==> src/rtl/alu_exec_unit.sv <==
// alu_exec_unit: single-issue integer execute unit with valid/ready handshakes.
// Logic, arithmetic, compare and branch codes complete one cycle after acceptance.
// Shifts by a non-zero amount run through an iterative one-bit-per-cycle shifter.
// Defining ALU_EXEC_BARREL_SHIFT_EN replaces that with a combinational barrel
// shifter, so every code completes in one cycle. Results are the same in both builds.
//
// state | meaning
// IDLE  | waiting for a request, o_ready high
// SHIFT | iterative shift in progress, one bit per cycle
// DONE  | result presented on o_valid, held until i_ready
module alu_exec_unit #(
  parameter int DATA_WIDTH = 32
) (
  input  logic                  i_clk,
  input  logic                  i_rst,
  input  logic                  i_valid,
  output logic                  o_ready,
  input  logic [4:0]            i_alu_ctrl,
  input  logic [DATA_WIDTH-1:0] i_src_a,
  input  logic [DATA_WIDTH-1:0] i_src_b,
  output logic                  o_valid,
  input  logic                  i_ready,
  output logic [DATA_WIDTH-1:0] o_result,
  output logic                  o_branch_taken,
  output logic                  o_illegal
);

  localparam int SHAMT_W = $clog2(DATA_WIDTH);

`ifdef ALU_EXEC_BARREL_SHIFT_EN
  localparam bit ITER_SHIFT = 1'b0;
`else
  localparam bit ITER_SHIFT = 1'b1;
`endif

  localparam logic [4:0] OP_AND  = 5'b00000;
  localparam logic [4:0] OP_OR   = 5'b00001;
  localparam logic [4:0] OP_XOR  = 5'b00010;
  localparam logic [4:0] OP_ADD  = 5'b00011;
  localparam logic [4:0] OP_SUB  = 5'b00100;
  localparam logic [4:0] OP_SLL  = 5'b00101;
  localparam logic [4:0] OP_SRL  = 5'b00110;
  localparam logic [4:0] OP_SLT  = 5'b00111;
  localparam logic [4:0] OP_SLTU = 5'b01000;
  localparam logic [4:0] OP_SRA  = 5'b01001;
  localparam logic [4:0] OP_BEQ  = 5'b01010;
  localparam logic [4:0] OP_BNE  = 5'b01011;
  localparam logic [4:0] OP_BLT  = 5'b01100;
  localparam logic [4:0] OP_BLTU = 5'b01101;
  localparam logic [4:0] OP_BGE  = 5'b01110;
  localparam logic [4:0] OP_BGEU = 5'b01111;

  typedef enum logic [1:0] {
    IDLE  = 2'd0,
    SHIFT = 2'd1,
    DONE  = 2'd2
  } state_t;

  state_t                state_q, state_d;
  logic [4:0]            op_q, op_d;
  logic [DATA_WIDTH-1:0] shreg_q, shreg_d;
  logic [DATA_WIDTH-1:0] result_q, result_d;
  logic [SHAMT_W-1:0]    cnt_q, cnt_d;
  logic                  branch_q, branch_d;
  logic                  illegal_q, illegal_d;

  logic [SHAMT_W-1:0]    shamt_in;
  logic [DATA_WIDTH-1:0] alu_res;
  logic                  alu_br;
  logic                  alu_ill;
  logic                  is_shift_in;
  logic                  start_iter;
  logic                  accept;
  logic [DATA_WIDTH-1:0] shift_step;

  assign shamt_in    = i_src_b[SHAMT_W-1:0];
  // Reset must hold o_ready low even though the state is already IDLE.
  assign o_ready     = (state_q == IDLE) && !i_rst;
  assign accept      = i_valid && o_ready;
  assign is_shift_in = (i_alu_ctrl == OP_SLL) || (i_alu_ctrl == OP_SRL) ||
                       (i_alu_ctrl == OP_SRA);
  assign start_iter  = ITER_SHIFT && is_shift_in && (shamt_in != '0);

  assign o_valid        = (state_q == DONE);
  assign o_result       = result_q;
  assign o_branch_taken = branch_q;
  assign o_illegal      = illegal_q;

  // Single-cycle datapath on the incoming operands; shifts by zero pass i_src_a.
  always_comb begin
    alu_res = '0;
    alu_br  = 1'b0;
    alu_ill = 1'b0;
    case (i_alu_ctrl)
      OP_AND:  alu_res = i_src_a & i_src_b;
      OP_OR:   alu_res = i_src_a | i_src_b;
      OP_XOR:  alu_res = i_src_a ^ i_src_b;
      OP_ADD:  alu_res = i_src_a + i_src_b;
      OP_SUB:  alu_res = i_src_a - i_src_b;
`ifdef ALU_EXEC_BARREL_SHIFT_EN
      OP_SLL:  alu_res = i_src_a << shamt_in;
      OP_SRL:  alu_res = i_src_a >> shamt_in;
      OP_SRA:  alu_res = $signed(i_src_a) >>> shamt_in;
`else
      OP_SLL:  alu_res = i_src_a;
      OP_SRL:  alu_res = i_src_a;
      OP_SRA:  alu_res = i_src_a;
`endif
      OP_SLT:  alu_res = {{(DATA_WIDTH-1){1'b0}}, ($signed(i_src_a) < $signed(i_src_b))};
      OP_SLTU: alu_res = {{(DATA_WIDTH-1){1'b0}}, (i_src_a < i_src_b)};
      OP_BEQ:  alu_br  = (i_src_a == i_src_b);
      OP_BNE:  alu_br  = (i_src_a != i_src_b);
      OP_BLT:  alu_br  = ($signed(i_src_a) < $signed(i_src_b));
      OP_BLTU: alu_br  = (i_src_a < i_src_b);
      OP_BGE:  alu_br  = ($signed(i_src_a) >= $signed(i_src_b));
      OP_BGEU: alu_br  = (i_src_a >= i_src_b);
      default: alu_ill = 1'b1;
    endcase
  end

  // One-bit step of the iterative shifter; SRA replicates the sign bit.
  always_comb begin
    shift_step = shreg_q;
    case (op_q)
      OP_SLL:  shift_step = {shreg_q[DATA_WIDTH-2:0], 1'b0};
      OP_SRL:  shift_step = {1'b0, shreg_q[DATA_WIDTH-1:1]};
      OP_SRA:  shift_step = {shreg_q[DATA_WIDTH-1], shreg_q[DATA_WIDTH-1:1]};
      default: shift_step = shreg_q;
    endcase
  end

  // Next-state logic: accept, shift countdown, then hold the result until consumed.
  always_comb begin
    state_d   = state_q;
    op_d      = op_q;
    shreg_d   = shreg_q;
    cnt_d     = cnt_q;
    result_d  = result_q;
    branch_d  = branch_q;
    illegal_d = illegal_q;
    case (state_q)
      IDLE: begin
        if (accept) begin
          op_d = i_alu_ctrl;
          if (start_iter) begin
            shreg_d   = i_src_a;
            cnt_d     = shamt_in;
            branch_d  = 1'b0;
            illegal_d = 1'b0;
            state_d   = SHIFT;
          end else begin
            result_d  = alu_res;
            branch_d  = alu_br;
            illegal_d = alu_ill;
            state_d   = DONE;
          end
        end
      end
      SHIFT: begin
        shreg_d = shift_step;
        cnt_d   = cnt_q - SHAMT_W'(1);
        // Last step lands in DONE together with the final shifted value.
        if (cnt_q == SHAMT_W'(1)) begin
          result_d = shift_step;
          state_d  = DONE;
        end
      end
      DONE: begin
        if (i_ready) state_d = IDLE;
      end
      default: state_d = IDLE;
    endcase
  end

  // State and datapath registers; reset discards any in-flight operation.
  always_ff @(posedge i_clk or posedge i_rst) begin
    if (i_rst) begin
      state_q   <= IDLE;
      op_q      <= '0;
      shreg_q   <= '0;
      cnt_q     <= '0;
      result_q  <= '0;
      branch_q  <= 1'b0;
      illegal_q <= 1'b0;
    end else begin
      state_q   <= state_d;
      op_q      <= op_d;
      shreg_q   <= shreg_d;
      cnt_q     <= cnt_d;
      result_q  <= result_d;
      branch_q  <= branch_d;
      illegal_q <= illegal_d;
    end
  end

endmodule

==> config.mk <==
export PLATFORM = sky130hd
export DESIGN_NAME = alu_exec_unit
export DESIGN_NICKNAME = d
export VERILOG_FILES = /design/src/rtl/alu_exec_unit.sv
export SDC_FILE = /design/constraint.sdc
export NUM_CORES = 1
export LEC_CHECK = 0
export CAP_MARGIN = 30
export CORE_MARGIN = 1
export CORE_UTILIZATION = 57
export DETAILED_ROUTE_END_ITERATION = 7
export PLACE_DENSITY_LB_ADDON = 0.3
export SYNTH_ARGS = -nofsm -noshare
export SYNTH_HDL_FRONTEND = slang
export SYNTH_SLANG_ARGS = --single-unit
==> constraint.sdc <==
create_clock -name i_clk -period 3.21 [get_ports i_clk]
set_clock_uncertainty 0.15 [all_clocks]
set_input_delay 0.321 -clock i_clk [delete_from_list [all_inputs] [get_ports i_clk]]
set_output_delay 0.321 -clock i_clk [all_outputs]
set_load 0.01 [all_outputs]
### Yosys cells after proc, flatten, opt, wreduce, memory -nomap -nowiden

Cells that the tools add are included.

| cells by class | value |
|---|---|
| $add $sub $neg | 3 |
| multipliers | 0 |
| divide/modulo/power cells | 0 |
| magnitude comparators | 4 |
| equality and inequality tests | 28 |
| shifts and indexed selects | 0 |
| mux-type cells | 21 |
| bitwise logic cells | 3 |
| reductions and logical operators | 16 |

Operators with widths:

| kind | count |
|---|---|
| $pmux 32 s8 | 1 |
| $mux 32 | 5 |
| $pmux 32 s2 | 2 |
| $pmux 32 s3 | 1 |
| $ge 32x32->1 | 2 |
| $lt 32x32->1 | 2 |
| $eq 5x4->1 const B | 9 |
| $add 32x32->32 | 1 |
| $and 32x32->32 | 1 |
| $eq 32x32->1 | 1 |
| $ne 32x32->1 | 1 |
| $or 32x32->32 | 1 |
| $sub 32x32->32 | 1 |
| $xor 32x32->32 | 1 |
| $eq 5x3->1 const B | 6 |
| $reduce_or 16->1 | 1 |
| $eq 5x1->1 const B | 2 |
| $eq 5x2->1 const B | 2 |
| $mux 5 | 2 |
| $pmux 5 s2 | 1 |
| $mux 2 | 4 |
| $ne 2x2->1 const B | 4 |
| $pmux 1 s6 | 1 |
| $pmux 2 s3 | 1 |
| 16 further kinds | 22 |

| storage, ports and cells | value |
|---|---|
| register bits after elaboration | 78 |
| latch bits | 0 |
| bits in writable memories | 0 |
| bits in read-only memories | 0 |
| bits of input ports | 73 |
| logic and storage cells | 82 |
| memories | 0 |

### Longest topological paths before layout

Gate-level depths: netlist (run 1).

| logic depth | value |
|---|---|
| depth after elaboration | 7 |
| gate-level depth with buffers | 14 |

### Worst setup path after synthesis (run 1)

OpenSTA, ideal clock, no wires.

| timing path | value |
|---|---|
| path type | input to register |
| from | input i_src_a[0] |
| to | register result_q[20], in the netlist o_result[20] |
| setup time | 0.126 ns |
| arrival | 2.875 ns |
| path slack | 0.060 ns |
| stages | 14 |
| buffers on the path | 0 |
| path through | inv_1 ha_1 inv_1 fa_1 nor2b_1 o21a_1 o31ai_1 a31oi_1 nor3_1 o21a_1 o21ai_0 a32oi_1 o311ai_0 a221o_1 |

| between the ends | value |
|---|---|
| longest elaborated chain between the ends | 5 |
| elaborated cells on any way between the ends | 6 |
| those cells by class | add/sub (2); mux (4) |

RTL lines:

| item | line | text |
|---|---|---|
| start, declared | 19 | `input logic [DATA_WIDTH-1:0] i_src_a,` |
| $sub 32x32->32 / $add 32x32->32 (equally long branches) | 99, 98 |  |
| $pmux 32 s8 * | 94 | `case (i_alu_ctrl)` |
| $mux 32 * | 145 | `if (start_iter) begin` |
| $mux 32 * | 143 | `if (accept) begin` |
| $pmux 32 s2 * | 141 | `case (state_q)` |
| end signal, assigned | 190 | `result_q <= result_d;` |
| end, declared | 62 | `logic [DATA_WIDTH-1:0] result_q, result_d;` |

Every way passes the cells marked *; elsewhere a longest branch is shown, timed or not. The select of a mux whose other input is x is not followed.
A chain may end at the register's enable or synchronous reset.

### Worst setup path in the final report (run 1)

| timing path | value |
|---|---|
| from | input i_src_a[18] |
| to | register result_q[21], in the netlist o_result[21] |

The elaborated chain is that of the path after synthesis.

==> results of run 1 <==
[critical path, cell delays in order]
cell and delay [ns]:
sky130_fd_sc_hd__clkdlybuf4s50_1 0.55, sky130_fd_sc_hd__inv_2 0.09, sky130_fd_sc_hd__ha_4 0.29, sky130_fd_sc_hd__inv_1 0.07, sky130_fd_sc_hd__nand2_1 0.09, sky130_fd_sc_hd__nor3_1 0.07
sky130_fd_sc_hd__nor4b_1 0.15, sky130_fd_sc_hd__a22o_1 0.21, sky130_fd_sc_hd__or4_4 0.52, sky130_fd_sc_hd__xnor2_1 0.15, sky130_fd_sc_hd__a222oi_1 0.28, sky130_fd_sc_hd__buf_4 0.21
sky130_fd_sc_hd__o21ai_0 0.07, sky130_fd_sc_hd__a31o_2 0.23
[worst paths after layout]
kind / to / slack, ns
worst max register to register: o_result[22] / 0.24
max in group asynchronous: o_result[7] / 1.99
min in group i_clk: shreg_q[4] / 0.28
worst min register to register: o_result[4] / 0.31
worst max-delay path: o_result[21] / -0.007
worst min-delay path: o_branch_taken / 0.27
[flip-flops by register name, summed over array words and instances (netlist names)]
signal / count
o_branch_taken: 1
o_result: 32
cnt_q: 5
state_q: 2
op_q: 5
shreg_q: 32
o_illegal: 1
[repair_timing]
action                     CTS  global route
resized for setup           82           101
setup buffers                7            14
pin swaps                   28            30
setup endpoints to repair   20            24
[cell usage in the layout, fill, tap and decap left out, types with 12 or more instances in the layout]
master                            instances
sky130_fd_sc_hd__buf_4                  317
sky130_fd_sc_hd__nand2_1                146
sky130_fd_sc_hd__a21oi_1                117
sky130_fd_sc_hd__nor2_1                 100
sky130_fd_sc_hd__o21ai_0                 78
sky130_fd_sc_hd__dfrtp_1                 78
sky130_fd_sc_hd__clkdlybuf4s50_1         76
sky130_fd_sc_hd__ha_1                    75
sky130_fd_sc_hd__inv_1                   69
sky130_fd_sc_hd__a22oi_1                 42
sky130_fd_sc_hd__nand3_1                 41
sky130_fd_sc_hd__inv_2                   35
sky130_fd_sc_hd__o211ai_1                32
sky130_fd_sc_hd__a31oi_1                 26
sky130_fd_sc_hd__mux2i_1                 25
sky130_fd_sc_hd__nor3_1                  24
sky130_fd_sc_hd__ha_4                    23
sky130_fd_sc_hd__o22ai_1                 20
sky130_fd_sc_hd__a221oi_1                18
sky130_fd_sc_hd__o21bai_1                17
sky130_fd_sc_hd__xnor2_1                 13
sky130_fd_sc_hd__a221o_1                 13
sky130_fd_sc_hd__dlymetal6s2s_1          12
[power by group through the flow]
stage / clock network [uW] / logic, uW / registers (uW)
5_1_grt: 1080 / 3210 / 1730
4_1_cts: 1040 / 2800 / 1680
3_3_place_gp: 0 / 2610 / 1670
3_5_place_dp: 0 / 2700 / 1690
2_1_floorplan: 0 / 1420 / 1650
6_report: 1040 / 3000 / 1710
[cells by family (layout without fill, tap and decap cells)]
logic type | count (synthesis) | count (layout) | share of synthesized area, %
and+or+nand+nor | 408 | 408 | 20.0
other | 0 | 1 | 0
xor gates and xnor gates | 14 | 14 | 1.30
muxes | 26 | 26 | 2.88
DFF | 78 | 78 | 20.6
adders and majority gates | 101 | 101 | 13.5
AOI/OAI and AO/OA | 479 | 479 | 33.8
buffers and inverters | 192 | 556 | 7.89
[final cells by class]
type / instances / area, um2 / area share, %
Multi-Input combinational cell: 1028 / 7400 / 53.1
Timing Repair Buffer: 435 / 3620 / 26.0
Sequential cell: 78 / 1950 / 14.0
Inverter: 105 / 395 / 2.83
Tap cell: 216 / 270 / 1.94
Clock buffer: 10 / 229 / 1.64
Clock inverter: 6 / 70.1 / 0.502
Antenna cell: 1 / 2.50 / 0.0179
[routing by layer]
layer / global-route usage [%] / vias to the layer above / wire length (um)
li1: - / 5485 / -
met1: 62.2 / 5893 / 16000
met2: 72.0 / 1140 / 18100
met3: 17.8 / 238 / 6470
met4: 21.1 / 0 / 2160
met5: 0 / - / 0
[stage by stage]
step                      util, %  hold WS, ns  cell area, um2  power, uW  setup TNS [ns]
after global placement       80.2        0.298           12900       4280          -10.83
final                        86.9        0.269           13900       5750         -0.0133
after detailed placement     80.2        0.305           12900       4390          -13.43
after floorplan                 -        0.257            9470       3070               0
after CTS                    84.2        0.280           13500       5520         -0.0467
after global routing         86.8        0.287           13900       6020          -0.157
==> reports/results.ini, run 1 <==
[pwr]
combPwrFrac_pct = 52.2
static-leakage-power_uw = 0.00640
seq_power_share_pct = 29.8
power_density_nw_per_um2 = 412
swShare_pct = 41.9
internal_power_uw = 3340
power_switching_uw = 2410
irDropWorstVdd_mv = 0.420
pwr-share-clk_pct = 18.0

[setup_path]
worst_ep_required_time_ns = 3.29
worstReg2RegStart = op_q[1]
r2r.worst_path.cells = 9
endpoint_kind = flip-flop
setup.worst_path.start = i_src_a[18]
critical_path_peak_fanout = 4
cp_data_arrival_time_ns = 3.30
setup.worst_path.start_class = input port
crit_type = input port to flip-flop

[placed_design]
post-place-ws_ns = -0.747
routabilityCongestion = 1.04
half_perimeter_wire_length_after_detailed_placement_mm = 30.7
placedCellCount = 1842
port_buffers = 108

[yosys]
synth_seq_cells = 78
fraction_of_post_synthesis_cell_area_in_the_top_cell_type_by_area_pct = 20.6
synthTopCellsByCount = 147 x sky130_fd_sc_hd__nand2_1, 128 x sky130_fd_sc_hd__a21oi_1, 106 x sky130_fd_sc_hd__nor2_1, 104 x sky130_fd_sc_hd__inv_1, 99 x sky130_fd_sc_hd__ha_1
synth_largest_area_cell = sky130_fd_sc_hd__dfrtp_1
synthesis.nets = 1472
syn_inst = 1298
netlist_area_um2 = 9470
ys_warn_count = 0
synth-async-reset-ratio_pct = 100
syn_area_per_cell_um2 = 7.29
synth_edf_count = 0
synth.lib_cells_used.distinct = 77
synth_most_common_cell = sky130_fd_sc_hd__nand2_1
synthTopCellsByArea = sky130_fd_sc_hd__dfrtp_1 21%, sky130_fd_sc_hd__ha_1 13%, sky130_fd_sc_hd__a21oi_1 6.8%
synth.yosys.seq_area_share_pct = 20.6
synth-main-ff-cell = sky130_fd_sc_hd__dfrtp_1

[sta]
setup_slack_ns = -0.00688
timing.final.crit_share_pct = 100
finalSetupViolCount = 2
drv_slew = 0
rsz0062_at_grt = yes
tightestPinTransition_ns = 0.702
relSlewSlack_pct = 52.7
finalWorstPathRequiredPeriod_ns = 3.22
final_hold_viol_count = 0
fmaxAchievable_mhz = 311

[cells_and_area]
layout-drive-gt1-share_pct = 29.4
area_growth_syn_to_layout_pct = 47.3
final_cells = 1879
layout.filler_cells = 905
design.final.nets = 1831

[drt]
drt-initial-drc-count = 2122
dr_total_vias = 12800
wl_per_cell_um = 22.8
postRouteAntennaNets = 0
drcViolationCount = 0
finalWirelength_mm = 42.8
firstDrtPassIters = 7
route.detailed.vias_per_inst = 6.79

[floorplanning]
floorplan.initialDensity_pct = 59.0
fp.dieH_um = 131
coreArea_um2 = 16100
fp.dieArea_um2 = 17100
rows = 46
pin_count = 109
chipWidth_um = 131

[status]
violations = setup timing
outcome = finished with violations

[global_routing]
grt_antenna_before_repair = 0
grt_start_max_net_pins = 67
globalRouteTotalUtil_pct = 48.3
grt_first_pass_wirelength_mm = 62.3
grt_pass1_vias = 11700
globalRoute.totalOverflow = 0

[clock_network]
htree_num_levels = 3
tritoncts_num_sinks = 78
clock_tree.root_cell = sky130_fd_sc_hd__clkbuf_16
cts_inserted_buffers = 9
clock_latency_ns = 0.35
clk_pin_slew_worst_paths_ns = 0.06
cts_hold_buffers = 0
tritoncts_clock_tree = done
ctsLongestPathBuffers = 2

[hold_path]
worstHoldPathType = input port to asynchronous set/reset pin

[flow_run]
maxCapViolations = 0

No activity file was read; power rests on OpenSTA's default activity.
==> run 2, diff against run 1 <==
--- a/config.mk
+++ b/config.mk
@@ -5,6 +5,7 @@
 export SDC_FILE = /design/constraint.sdc
 export NUM_CORES = 1
 export LEC_CHECK = 0
+export ABC_AREA = 1
 export CAP_MARGIN = 30
 export CORE_MARGIN = 1
 export CORE_UTILIZATION = 57
==> run 2 against run 1 <==
The run now ends clean. Count of clock-buffer cells in the layout shrank 1. Hold slack worse by 0.016 ns. Global-route usage is 2.1 points lower. Sequential cell count stayed put. First-iteration DRC count shrank 6.8%. Highest routed layer unchanged.
==> reports/results.ini, run 2 <==
[global_routing]
grt_pass1_vias = 12800  ; +9.3%
globalRouteTotalUtil_pct = 46.2  ; -2.1 points
grt.met3_usage_pct = 8.88  ; -8.9 points
global_route.usage.met1_pct = 64.2  ; +1.9 points
grtUsageMet2_pct = 71.6  ; -0.40 points
grt_antenna_before_repair = 0  ; unchanged
grt_start_max_net_pins = 44  ; -34%
gr_busiest_metal = met2
grt_first_pass_wirelength_mm = 68.9  ; +10%
globalRoute.totalOverflow = 0  ; unchanged

[placed_design]
half_perimeter_wire_length_after_detailed_placement_mm = 35.8  ; +16%
port_buffers = 108  ; unchanged
dpl_cell_area_um2 = 12800  ; -0.94%
routabilityCongestion = 1.05  ; +1.4%
placedCellCount = 2253  ; +22%

[yosys]
synth-main-ff-cell = sky130_fd_sc_hd__dfrtp_1
synthTopCellsByArea = sky130_fd_sc_hd__nand2_1 20%, sky130_fd_sc_hd__dfrtp_1 18%, sky130_fd_sc_hd__inv_1 12%
ys_warn_count = 0  ; unchanged
synth.lib_cells_used.distinct = 49  ; -36%
synth_seq_cells = 78  ; unchanged
synth-async-reset-ratio_pct = 100  ; unchanged
synth.yosys.seq_area_share_pct = 18.1  ; -2.5 points
synth_largest_area_cell = sky130_fd_sc_hd__nand2_1
synthTopCellsByCount = 585 x sky130_fd_sc_hd__nand2_1, 336 x sky130_fd_sc_hd__inv_1, 153 x sky130_fd_sc_hd__nor2_1, 143 x sky130_fd_sc_hd__nand3_1, 99 x sky130_fd_sc_hd__ha_1
fraction_of_post_synthesis_cell_area_in_the_top_cell_type_by_area_pct = 20.4  ; -0.20 points
synthesis.nets = 2035  ; +38%
netlist_area_um2 = 10800  ; +14%
syn_area_per_cell_um2 = 5.78  ; -21%
syn_inst = 1861  ; +43%
synth_edf_count = 0  ; unchanged
synth_most_common_cell = sky130_fd_sc_hd__nand2_1

[setup_path]
setup.worst_path.start_class = input port
cpMaxStageDelayCell = sky130_fd_sc_hd__clkdlybuf4s50_1
critical_path_peak_fanout = 5  ; +1
path_cells = clkdlybuf4s50_1 -> ha_1 -> fa_1 -> nand3_1 -> nand3_1 -> nand2_1 -> nand2_1 -> nand2_1 -> nand2_1 -> nand2_1 -> nand2_1 -> nand2_1 -> nand3_1 -> nand3_1 -> nand2_1 -> a21oi_1
crit_type = input port to flip-flop
cp_data_arrival_time_ns = 3.25  ; -0.05 ns
worstReg2RegStart = op_q[1]
cell_mode_on_critical_path = sky130_fd_sc_hd__nand2_1
path_delay_family = simple AND/OR/NAND/NOR gates
worst_ep_required_time_ns = 3.32  ; +0.03 ns
critical_path_buf_inv_count = 1  ; -3
endpoint_kind = flip-flop
crit_path_max_incr_delay_ns = 0.58  ; +0.03 ns
setup.worst_path.start = i_src_b[0]

[floorplanning]
fp.dieH_um = 139  ; +6.5%
floorplan.initialDensity_pct = 59.1  ; +0.11 points
coreArea_um2 = 18200  ; +13%
fp.dieArea_um2 = 19400  ; +13%
rows = 49  ; +6.5%
chipWidth_um = 139  ; +6.5%
pin_count = 109  ; unchanged

[clock_network]
clock_tree.root_cell = sky130_fd_sc_hd__clkbuf_16
tritoncts_num_sinks = 78  ; unchanged
clock_latency_ns = 0.36  ; about the same
cts_hold_buffers = 0  ; unchanged
tritoncts_clock_tree = done
cts_resized = 0  ; -100%
cts_inserted_buffers = 9  ; unchanged
htree_num_levels = 3  ; unchanged
post_cts.repair.setup_buffers = 0  ; -7
ctsLongestPathBuffers = 2  ; unchanged
clk_pin_slew_worst_paths_ns = 0.08  ; +0.02 ns

[cells_and_area]
area_growth_syn_to_layout_pct = 21.3
final_cell_mix = 585 x sky130_fd_sc_hd__nand2_1, 335 x sky130_fd_sc_hd__inv_1, 152 x sky130_fd_sc_hd__nor2_1, 143 x sky130_fd_sc_hd__nand3_1, 125 x sky130_fd_sc_hd__buf_4
final_cells = 2269  ; +21%
num_antenna_cells = 0  ; -1
layout.filler_cells = 1581  ; +75%
final_util_pct = 71.7  ; -15 points
commonest_non_fill_non_tap_cell_in_the_layout = sky130_fd_sc_hd__nand2_1
layout-drive-gt1-share_pct = 8.19  ; -21 points
final_design_instance_area_without_fill_um2 = 13100  ; -6.4%
design.final.nets = 2209  ; +21%

[drt]
drcViolationCount = 0  ; unchanged
postRouteAntennaNets = 0  ; unchanged
dr_total_vias = 13800  ; +8.5%
wl_per_cell_um = 20.1  ; -12%
route.detailed.vias_per_inst = 6.10  ; -10%
firstDrtPassIters = 8  ; +1
drt-initial-drc-count = 1978  ; -6.8%
finalWirelength_mm = 45.5  ; +6.4%

[sta]
finalSetupViolCount = 0  ; -2
worst_hold_slack_ns = 0.253  ; -0.0162 ns
finalWorstPathRequiredPeriod_ns = 3.14  ; -0.0780 ns
rsz0062_at_grt = no
final_hold_viol_count = 0  ; unchanged
drv_slew = 0  ; unchanged
tightestPinTransition_ns = 0.738  ; +0.0362 ns
relSlewSlack_pct = 50.7  ; -2.0 points
timing.final.crit_share_pct = 97.8  ; -2.4 points
fmaxAchievable_mhz = 319  ; +2.5%

[status]
outcome = completed

[pwr]
static-leakage-power_uw = 0.00719  ; +12%
power_density_nw_per_um2 = 505  ; +23%
irDropWorstVdd_mv = 0.774  ; +85%

[hold_path]
worstHoldPathType = input port to asynchronous set/reset pin

[flow_run]
maxCapViolations = 0  ; unchanged

[run 2: changes by cell type after synthesis, sizes merged, moves of 31 or more]
cell and change:
nand2 +443, inv +236, nand3 +103, nor2 +49, clkbuf -44, a21oi -31
[run 2: final cells by class]
type	count	area, um2	share of cell area [%]
timing repair buffer	236	2080	15.9
clock inverter	7	63.8	0.489
multi-input combinational	1369	7160	54.9
tap	229	287	2.20
inverter	341	1280	9.82
sequential	78	1950	15.0
clock buffer	9	225	1.73
[run 2: path summary, 6_finish.rpt]
kind                                 to  slack (ns)  cells after the start
max in group asynchronous      cnt_q[0]        1.97                      3
min                        o_result[29]        0.25                      2
min in group i_clk          o_result[2]        0.34                      1
min reg2reg                 o_result[2]        0.34                      1
max reg2reg                 o_result[5]        0.47                     10
max                        o_result[30]        0.07                     16
[run 2: power breakdown]
group / switching, uW / internal [uW] / total, uW
logic: 2210 / 1490 / 3690
clock network: 541 / 545 / 1090
registers: 370 / 1450 / 1820
total: 3120 / 3480 / 6600
[run 2: metrics by stage]
step / TNS [ns] / worst slack [ns] / power [uW]
after floorplan: 0 / 0.744 / 3810
after global placement: -0.0660 / -0.0660 / 5170
after detailed placement: -0.646 / -0.145 / 5300
after CTS: 0 / 0.220 / 6420
after global routing: 0 / 0.0426 / 6890
final: 0 / 0.0712 / 6600
[run 2: kinds of logic after synthesis]
| group | after synthesis | share of synthesized area [%] |
|---|---|---|
| and+or+nand+nor | 969 | 37.4 |
| buffers and inverters | 414 | 15.4 |
| AOI/OAI and AO/OA | 296 | 16.9 |
| adders and majority gates | 101 | 11.9 |
| DFF | 78 | 18.1 |
| xor gates and xnor gates | 3 | 0.244 |
[run 2: routing by layer]
metal  vias up  share of wire, %
met5         -                 0
met4         0               3.3
met3       153                15
met2      1112                42
met1      6299                40
li1       6272                 -
==> variant, RTL diff (config.mk and constraints of run 1) <==
Re-encode `state_t` (3 states) as one-hot, 3 bits wide.
--- a/src/rtl/alu_exec_unit.sv
+++ b/src/rtl/alu_exec_unit.sv
@@ -50,10 +50,10 @@
   localparam logic [4:0] OP_BGE  = 5'b01110;
   localparam logic [4:0] OP_BGEU = 5'b01111;
 
-  typedef enum logic [1:0] {
-    IDLE  = 2'd0,
-    SHIFT = 2'd1,
-    DONE  = 2'd2
+  typedef enum logic [2:0] {
+    IDLE  = 3'b001,
+    SHIFT = 3'b010,
+    DONE  = 3'b100
   } state_t;
 
   state_t                state_q, state_d;
Behaviour: no difference found for any inputs over 4 cycles, from zero or initial values and one cycle with i_rst high; so few cycles prove little.
==> variant against run 1 <==
- wire length is 2.6% lower
- critical endpoint is now o_result[0]
- via count decreased by 0.10%
- synthesized area rose by 2.7%
- critical path type unchanged
- design area fell by 2.0%
- sequential power decreased by 13%
- worst setup slack better by 0.033 ns
- power fell by 14%
- sequential cell count up 1
- largest cell class unchanged
- highest routed layer unchanged
==> variant: results (changes against run 1) <==
\begin{tabular}{lr}
\hline
Metric & Value \\
\hline
\multicolumn{2}{l}{\textbf{Clock network}} \\
CTS Buf Count & 9 (unchanged) \\
Clock-pin slew reported for the worst setup and hold paths after clock tree synthesis & 0.07 ns \\
Buffer depth of the longest clock path & 2 (unchanged) \\
Count of H-tree levels built during CTS & 3 (unchanged) \\
Clk Tree Root Cell & clkbuf\_16 \\
Source-to-sink clock delay at the later pin of the worst-skew pair & 0.36 ns \\
\multicolumn{2}{l}{\textbf{Power and ir drop}} \\
VDD IR-drop max & 0.297 mV (-29\%) \\
PD cells & 362 nW/um2 (-12\%) \\
Leak Pwr & 6.26 nW (-2.2\%) \\
\multicolumn{2}{l}{\textbf{Place}} \\
Final weighted congestion in routability-driven placement & 1.06 (+2.6\%) \\
Final HPWL DP & 31100 um (+1.1\%) \\
Count of port buffers added during placement & 108 (unchanged) \\
Post-placement cell area & 13000 um2 (+0.55\%) \\
\multicolumn{2}{l}{\textbf{Cells and area}} \\
N\_diodes & 0 (-1) \\
Number of nets in the final layout & 1842 (+0.60\%) \\
Ratio of cells with drive above 1 in the final layout & 23.2\% (-6.2 points) \\
Fill cell instance count of the final layout & 1129 (+25\%) \\
\multicolumn{2}{l}{\textbf{Yosys}} \\
Ys async rst share & 100\% (unchanged) \\
Cell types with the highest counts after synthesis & a21oi\_1, nand2\_1, o21ai\_0, inv\_1, nor2\_1 \\
Top post-synthesis cells by area & dfrtp\_1, ha\_1, a21oi\_1 \\
Post-synthesis cell type count & 88 (+14\%) \\
Number of warning messages in the yosys log & 0 (unchanged) \\
Net count of the mapped netlist & 1522 (+3.4\%) \\
Sequential cell area fraction in the yosys report & 20.3\% (-0.27 points) \\
Most used flip-flop cell after synthesis & dfrtp\_1 \\
\multicolumn{2}{l}{\textbf{Timing}} \\
Actual slew at the worst max-slew pin & 0.726 ns (+0.0242 ns) \\
Hold Worst Slack & 0.144 ns (-0.125 ns) \\
\multicolumn{2}{l}{\textbf{Global routing}} \\
Global-route wire length before repair & 63200 um (+1.3\%) \\
GR Util All Layers & 45.8\% (-2.5 points) \\
Number of global-route vias before repair & 12017 (+2.7\%) \\
Largest net degree at the start of global routing & 64 (-4.5\%) \\
Antenna violations before repair & 0 (unchanged) \\
\multicolumn{2}{l}{\textbf{Drt}} \\
Detailed router's first-iteration violation count & 1700 (-20\%) \\
Number of iterations in the first detailed-routing pass & 6 (-1) \\
Detailed-route vias per instance & 6.73 (-0.84\%) \\
Final routed wirelength across all metal layers & 41700 um (-2.6\%) \\
\multicolumn{2}{l}{\textbf{Setup path}} \\
FF-to-FF path depth & 9 (unchanged) \\
Worst R2R Setup Slack & 0.29 ns (+0.05 ns) \\
Arrival time at the worst endpoint & 3.28 ns (-0.02 ns) \\
Crit Path Max Fanout & 3 (-1) \\
\multicolumn{2}{l}{\textbf{Run status}} \\
Outcome & finished, final reports clean \\
\multicolumn{2}{l}{\textbf{Min path}} \\
HP Class & input port to asynchronous set/reset pin \\
\hline
\end{tabular}
variant: changes by cell type after synthesis, sizes merged, moves of 7 or more:
cell / change
a31oi: -17
o21ai: +24
o21bai: -8
mux2i: -19
a21o: +15
a22oi: -9
o211ai: -14
o311ai: +7
nand3: -14
a21oi: +42
variant: path summary, 6_finish.rpt:
kind                         startpoint           end
max                         i_src_b[27]   o_result[0]
min in group i_clk         o_result[11]  o_result[11]
max reg2reg                     op_q[0]  o_result[25]
max in group asynchronous         i_rst  o_result[17]
min reg2reg                o_result[11]  o_result[11]
min                               i_rst    state_q[2]
variant: timing repair:
item,4_1_cts,5_1_grt
pin swaps,3,15
gates resized for setup,13,57
buffers inserted,1,6
setup endpoints to repair,6,22
variant: kinds of logic after synthesis:
family | share of synthesized area (%)
simple gates | 20.0
compound gates | 36.2
xor+xnor | 1.17
fa+ha+maj | 13.2
buf+inv | 7.88
mux | 1.20
flops | 20.3
variant: where the power goes:
group	switching [mW]	total (mW)	internal (mW)
Sequential	0.270	1.49	1.23
Combinational	1.23	2.29	1.06
Clock	0.474	1.16	0.685
variant: cell type report:
cell class                 count  area (um2)  share of cell area (%)
tap                          220         275                    2.01
clock buffer                   9         225                    1.65
multi-input combinational   1073        7320                    53.6
timing repair buffer         399        3370                    24.7
clock inverter                 7        96.3                   0.705
sequential                    79        1980                    14.5
inverter                     106         399                    2.92
variant: stage by stage:
step	utilization, %	std cells	setup TNS, ns	worst slack (ns)
floorplan	-	1348	0	0.245
global placement	77.8	1870	-5.60	-0.396
detailed placement	77.8	1870	-7.41	-0.523
CTS	80.2	1887	0	0.00364
global route	82.1	1893	-0.152	-0.0637
finish	82.1	1893	0	0.0261
variant: worst max-delay path, cell delays in order:
cell	delay [ns]
clkdlybuf4s50_1	0.51
inv_1	0.08
ha_1	0.28
or2_2	0.31
nor3_1	0.14
buf_4	0.16
nand4_1	0.18
buf_4	0.20
a31oi_4	0.17
o31ai_2	0.12
a311o_1	0.32
and3_1	0.18
o32a_1	0.32
variant: per-layer routing:
| layer | vias up | GRT usage (%) | wire length, um |
|---|---|---|---|
| met5 | - | 0 | 0 |
| met3 | 257 | 10.2 | 5100 |
| met2 | 1062 | 73.8 | 18700 |
| met1 | 5831 | 57.2 | 15200 |
| met4 | 0 | 24.5 | 2670 |
| li1 | 5593 | - | - |
